<file path="src/rtl/demux21_stream_if.sv">
// Stream bundle for the 1-to-2 demux: one upstream port (s_*) and two
// downstream ports (a_*, b_*). slave = demux side, master = environment side.
interface demux21_stream_if #(parameter int WIDTH = 8);
   logic             s_valid;
   logic             s_ready;
   logic [WIDTH-1:0] s_data;
   logic             s_sel;
   logic             a_valid;
   logic             a_ready;
   logic [WIDTH-1:0] a_data;
   logic             b_valid;
   logic             b_ready;
   logic [WIDTH-1:0] b_data;

   modport slave (
      input  s_valid, s_data, s_sel, a_ready, b_ready,
      output s_ready, a_valid, a_data, b_valid, b_data
   );

   modport master (
      output s_valid, s_data, s_sel, a_ready, b_ready,
      input  s_ready, a_valid, a_data, b_valid, b_data
   );
endinterface

</file>
<file path="src/rtl/demux21_stream.sv">
// 1-to-2 stream demux: each output owns a 2-entry FIFO, so a stalled port
// never blocks beats bound for the other one. Per-port delivered-beat counters.
module demux21_stream #(
   parameter int WIDTH = 8
) (
   input  logic                clk,
   input  logic                rst_n,
   demux21_stream_if.slave     bus,
   output logic [7:0]          a_cnt,
   output logic [7:0]          b_cnt,
   output logic                busy
);
   localparam int PORTS = 2;

   logic [PORTS-1:0]            rdy;
   logic [PORTS-1:0]            vld;
   logic [PORTS-1:0]            full;
   logic [PORTS-1:0][WIDTH-1:0] dout;
   logic [PORTS-1:0][7:0]       cnt;
   logic                        accept;

   assign rdy = {bus.b_ready, bus.a_ready};

   // Ready depends only on registered occupancy: a full buffer refuses even
   // if it is being popped this same cycle.
   assign bus.s_ready = ~full[bus.s_sel];
   assign accept      = bus.s_valid & bus.s_ready;

   for (genvar p = 0; p < PORTS; p++) begin : g_port
      logic [1:0]            occ;
      logic                  wp;
      logic                  rp;
      logic [7:0]            beats;
      logic [1:0][WIDTH-1:0] mem;
      logic                  push;
      logic                  pop;

      assign push = accept & (bus.s_sel == 1'(p));
      assign pop  = (occ != 2'd0) & rdy[p];

      always_ff @(posedge clk or negedge rst_n) begin
         if (!rst_n) begin
            occ   <= 2'd0;
            wp    <= 1'b0;
            rp    <= 1'b0;
            beats <= 8'd0;
         end else begin
            if (push) wp <= ~wp;
            if (pop) begin
               rp    <= ~rp;
               beats <= beats + 8'd1;
            end
            case ({push, pop})
               2'b10:   occ <= occ + 2'd1;
               2'b01:   occ <= occ - 2'd1;
               default: occ <= occ;
            endcase
         end
      end

      // Storage is not reset; occupancy alone decides what is valid.
      always_ff @(posedge clk) begin
         if (push) mem[wp] <= bus.s_data;
      end

      assign vld[p]  = (occ != 2'd0);
      assign full[p] = (occ == 2'd2);
      assign dout[p] = mem[rp];
      assign cnt[p]  = beats;
   end

   assign bus.a_valid = vld[0];
   assign bus.a_data  = dout[0];
   assign bus.b_valid = vld[1];
   assign bus.b_data  = dout[1];
   assign a_cnt       = cnt[0];
   assign b_cnt       = cnt[1];
   assign busy        = |vld;
endmodule

</file>
<file path="src/flat_wrapper.sv">
// flat-port wrapper written by rule: the top's interface ports become plain ports
module demux21_stream_flat 
#(
   parameter int WIDTH = 8
)
  (clk, rst_n, a_cnt, b_cnt, busy, bus_s_valid, bus_s_data, bus_s_sel, bus_a_ready, bus_b_ready, bus_s_ready, bus_a_valid, bus_a_data, bus_b_valid, bus_b_data);
  demux21_stream_if #(.WIDTH(WIDTH)) bus_i ();
  input  logic clk;
  input  logic rst_n;
  output logic [7:0] a_cnt;
  output logic [7:0] b_cnt;
  output logic busy;
  input wire logic [$bits(bus_i.s_valid)-1:0] bus_s_valid;
  input wire logic [$bits(bus_i.s_data)-1:0] bus_s_data;
  input wire logic [$bits(bus_i.s_sel)-1:0] bus_s_sel;
  input wire logic [$bits(bus_i.a_ready)-1:0] bus_a_ready;
  input wire logic [$bits(bus_i.b_ready)-1:0] bus_b_ready;
  output wire logic [$bits(bus_i.s_ready)-1:0] bus_s_ready;
  output wire logic [$bits(bus_i.a_valid)-1:0] bus_a_valid;
  output wire logic [$bits(bus_i.a_data)-1:0] bus_a_data;
  output wire logic [$bits(bus_i.b_valid)-1:0] bus_b_valid;
  output wire logic [$bits(bus_i.b_data)-1:0] bus_b_data;
  assign bus_i.s_valid = bus_s_valid;
  assign bus_i.s_data = bus_s_data;
  assign bus_i.s_sel = bus_s_sel;
  assign bus_i.a_ready = bus_a_ready;
  assign bus_i.b_ready = bus_b_ready;
  assign bus_s_ready = bus_i.s_ready;
  assign bus_a_valid = bus_i.a_valid;
  assign bus_a_data = bus_i.a_data;
  assign bus_b_valid = bus_i.b_valid;
  assign bus_b_data = bus_i.b_data;
  demux21_stream #(.WIDTH(WIDTH)) u_core (.clk(clk), .rst_n(rst_n), .bus(bus_i), .a_cnt(a_cnt), .b_cnt(b_cnt), .busy(busy));
endmodule
</file>
<file path="config.mk">
export PLATFORM = sky130hd
export DESIGN_NAME = demux21_stream_flat
export DESIGN_NICKNAME = d
export VERILOG_FILES = /design/src/rtl/demux21_stream_if.sv /design/src/rtl/demux21_stream.sv /design/src/flat_wrapper.sv
export SDC_FILE = /design/constraint.sdc
export NUM_CORES = 1
export LEC_CHECK = 0
export CORE_ASPECT_RATIO = 1.25
export CORE_MARGIN = 5
export CORE_UTILIZATION = 54
export CTS_CLUSTER_SIZE = 28
export DETAILED_ROUTE_END_ITERATION = 10
export PLACE_DENSITY = 0.84
export RECOVER_POWER = 50
export SYNTH_ARGS = -nofsm -noshare
export SYNTH_HDL_FRONTEND = slang
export SYNTH_SLANG_ARGS = --single-unit
</file>
<file path="constraint.sdc">
create_clock -name clk -period 2.6 [get_ports clk]
set_input_delay 0.78 -clock clk [delete_from_list [all_inputs] [get_ports clk]]
set_output_delay 0.78 -clock clk [all_outputs]
set_load 0.02 [all_outputs]
</file>
**After elaboration in Yosys (flattened, before gate mapping)**

Index checks and enable logic that the tools add are counted.

- Output and inout port bits: 36
- Input port bits: 14
- Logic and storage cells: 63
- Register bits: 56

- Equal/unequal tests: 6
- Mux-type cells: 14
- Bitwise gates (word level): 11
- Order comparisons: 7
- Reduce and logical (&&, ||, !) cells: 7
- Add/subtract/negate cells: 6

Operator list:

| operator | count |
|---|---|
| 8-bit 2-to-1 mux | 6 |
| 16-bit bitwise mux | 2 |
| 8-bit by 1-bit adder with 8-bit output (second input constant) | 2 |
| 8-bit demux with 1-bit select | 2 |
| 1-bit by 2-bit less-than comparator with 1-bit output (second input constant) | 5 |
| 2-bit == test (second input constant) | 4 |
| 2-bit one-hot mux with 2 select lines | 2 |
| 2-bit nonzero test | 4 |
| 1-bit inverter | 6 |
| 1-bit AND | 5 |
| 2-bit by 1-bit adder with 2-bit output (second input constant) | 2 |
| 2-bit by 1-bit == test with 1-bit output (second input constant) | 2 |
| 2-bit by 1-bit subtractor with 2-bit output (second input constant) | 2 |
| 1-bit greater-or-equal comparator (second input constant) | 2 |
| 1-bit logical AND | 2 |
| 1-bit 2-to-1 mux | 2 |
| 2-bit OR reduction | 1 |

**Depth between registers and ports, before layout**

- Word-level depth: 8
- Depth in mapped cells: 6
- Depth with buffers taken out: 6

**Worst setup path before layout**

Ideal clock, no wire load.

- Path type: input port to output port
- Start point: in bus_s_sel
- End point: out bus_s_ready
- Data arrival time: 1.145 ns
- Buffers on the path: 0
- Setup slack: 0.675 ns
- Cell stages on the path: 1
- Required time: 1.820 ns
- Path through: mux2_2

- Word-level cells in the longest chain between the ends: 3

Ends and longest elaborated chain:

| what | line | text |
|---|---|---|
| from (decl) | flat_wrapper.sv:15 | `input wire logic [$bits(bus_i.s_sel)-1:0] bus_s_sel;` |
| 1-bit 2-to-1 mux (implied by the code) (2 in a row) | demux21_stream.sv:26 | `assign bus.s_ready = ~full[bus.s_sel];` |
| 1-bit inverter | demux21_stream.sv:26 |  |
| to (decl) | flat_wrapper.sv:18 | `output wire logic [$bits(bus_i.s_ready)-1:0] bus_s_ready;` |

No other way between the ends. The select of a mux whose other input is x is not followed.

**Worst setup path in the final report**

Ends and elaborated chain as after synthesis.

==> impl_results.md <==
- CTS tree: built
- Fin crit period: 2.542 ns
- Startpoint types: input pin
- Setup WS pre-CTS: -0.3401 ns
- Ys Warns: 0
- GRT Util Overall: 16.47%
- Clock skew: 0.003481 ns
- Clk sinks: 56
- Largest area contributor in the netlist: edfxtp_1
- H-tree levels: 2
- Via Count: 1332
- Io pins: 50
- Core area: 4099 µm²
- Worst Hold Slack: 0.4799 ns
- Largest cells by area after synthesis: edfxtp_1 (42%), dfrtp_1 (26%), mux2_2 (8.3%)
- # diodes: 0
- Final wirelength: 4255 µm
- Main combinational cell family by area after synthesis: simple AND/OR/NAND/NOR gates
- Post-route worst setup slack: 0.05823 ns
- CP arrival: 1.76 ns
- Crit path kind: in2out
- PD cells: 1077 nW/µm²
- Post-synthesis cell area: 2296 µm²
- Peak VDD IR: 0.0006111 V
- Die Width: 68.32 µm
- Drt wl/cell: 16.12 µm
- Final HPWL DP: 3241 µm
- ANT nets after route: 0
- CP endpoint kind: primary output
- Max Root-Sink Buffers: 2
- Sequential share of the synthesized area: 68.01%
- Clock root cell: clkbuf_8
- Largest net degree at the start of global routing: 25
- Max-cap viol count: 0
- Pwr Total: 3.159 mW
- Area grow syn2layout: 27.68%
- Initial Util: 56.01%
- Initial antenna violation count: 0
- Hold Path Class: reg2reg
- # rows: 26
- Worst skew pair latency: 0.29 ns
- Worst path required time: 1.82 ns
- Crit Path Max Fanout: 2
- Unrepaired setup endpoints after global routing: false
- Slowest library cell on the worst path: clkdlybuf4s50_1
- Worst path cell trace: clkdlybuf4s50_1 > mux2_2 > buf_2
- Setup TNS Final: 0 ns
- Synthesized area per cell: 15.51 µm²
- GPL Wtd Cong: 0.7284
- CTS clk-pin slew, worst paths: 0.08 ns
- Port bufs: 49
- Max Fclk: 393.4 MHz
- Die Y: 82.90 µm
- Vias in the first global route: 1459
- Final nets: 226
- Vias per cell: 5.045
- Hold_buf cts: 0
- Final hold violation count: 0
- Number of CTS-inserted buffers: 5
- # setup viols final: 0
- Synth Net Count: 166
- Status: finished, final reports clean
- Compound-Gate Fraction of Synth Area: 1.417%
- Fin. max-slew vios: 0
- Count of different cell masters after synthesis: 20
- Worst-margin pin slew: 1.331 ns
- DRT Pass-1 Iters: 3
- CP max stage delay: 0.49 ns
- Leak: 1.133 nW
- Post-Synth Adder-Cell Area: 2.180%
- Wire length of the first global-routing pass: 6927 µm
- XOR/XNOR Fraction of Synth Area: 9.155%
- Die area: 5664 µm²
- Cells after Synth: 148
- Mux cell area share after synthesis: 8.338%
- Flops & latches, synth: 56
- Yosys top cell area share: 41.85%
- Area of placed instances: 2892 µm²
- Fin area: 2932 µm²
- Relative slew slack: 11.27%
- Layout cells sized above 1: 17.31%
- Synth Area in Simple Gates: 9.591%
- Starting DRT DRC Count: 55
- Final worst-path cycle share: 97.76%
- Gr ovfl total: 0
- DRC errors left: 0
==> critical path: cells and delay by family <==
kind                   cells  cell delay (ns)
buffers and inverters      2             0.65
muxes                      1             0.34
==> area by class of cell <==
type / instances / area (µm²)
fill: 290 / 1167
clock buffer: 5 / 68.82
clock inverter: 2 / 7.507
inverter: 4 / 20.02
sequential: 56 / 1564
timing repair buffer: 55 / 529.3
tap: 56 / 70.07
multi-input combinational: 86 / 671.9
==> registers in the layout, indices dropped and copies added (netlist names) <==
signal	flops
u_core.g_port.wp	2
u_core.a_cnt	8
u_core.g_port.occ	4
u_core.g_port.mem	32
u_core.b_cnt	8
u_core.g_port.rp	2
==> where the power goes <==
group,leakage (nW),internal [mW],switching (mW),total [mW]
Clock,0.0391,0.178,0.244,0.422
Sequential,0.589,1.17,0.244,1.42
Combinational,0.505,0.674,0.643,1.32
==> metal layers <==
layer / share of wire (%) / GRT usage [%] / wire length [µm]
met5: 0 / 0 / 0
met4: 2.3 / 7.052 / 99
met3: 6.6 / 4.730 / 280
met2: 53 / 27.46 / 2242
met1: 38 / 19.19 / 1632
==> cells by family after synthesis <==
| logic type | Yosys count |
|---|---|
| AO/OA/AOI/OAI | 2 |
| XOR/XNOR | 24 |
| adder cells (fa/ha/maj) | 4 |
| buffers and inverters | 6 |
| flip-flops | 56 |
| multiplexers | 17 |
| AND/OR/NAND/NOR | 39 |
==> timing repair <==
action	4_1_cts	5_1_grt
setup endpoints to repair	4	1
resized for setup	6	1
setup buffers	0	0
==> cells in the final DEF (no fill, tap or decap) <==
cell type / instances
xor2_1: 8
inv_4: 2
or2_1: 3
nand4_1: 6
nor3_2: 3
nand2b_1: 2
clkbuf_1: 1
o21ai_0: 2
inv_1: 2
dfrtp_2: 2
xnor2_1: 16
nor3_1: 1
nand3_1: 3
buf_4: 5
and3_1: 2
ha_1: 4
dlymetal6s2s_1: 1
buf_2: 1
nand2_1: 10
nor2_1: 8
nand3b_2: 1
clkdlybuf4s50_1: 36
dlygate4sd3_1: 11
edfxtp_1: 32
clkinv_1: 2
dfrtp_1: 22
mux2_2: 17
clkbuf_8: 5
==> Yosys cell counts (all sizes together) <==
cell type,instances
edfxtp,32
dfrtp,24
mux2,17
xnor2,16
nand2,10
nor2,8
xor2,8
nand4,6
ha,4
inv,4
nor3,4
nand3,3
or2,3
and3,2
buf,2
nand2b,2
o21ai,2
nand3b,1
==> worst paths after layout <==
path / from / end / slack, ns / cells past startpoint
max: bus_s_sel / bus_s_ready / 0.06 / 3
min: u_core.b_cnt[7] / u_core.b_cnt[7] / 0.48 / 1
max reg2reg: u_core.g_port[0].occ[0] / u_core.g_port[0].occ[1] / 0.29 / 6
min reg2reg: u_core.b_cnt[7] / u_core.b_cnt[7] / 0.48 / 1
max in group asynchronous: rst_n / u_core.g_port[1].rp / 0.42 / 2
min in group asynchronous: rst_n / u_core.a_cnt[0] / 1.29 / 2
==> stage by stage <==
step	cells	util (%)
floorplan	148	-
global placement	257	70.54
detailed placement	257	70.54
CTS	264	72.34
global route	264	71.52
finish	264	71.52
Power figures use the tool's default switching activity.
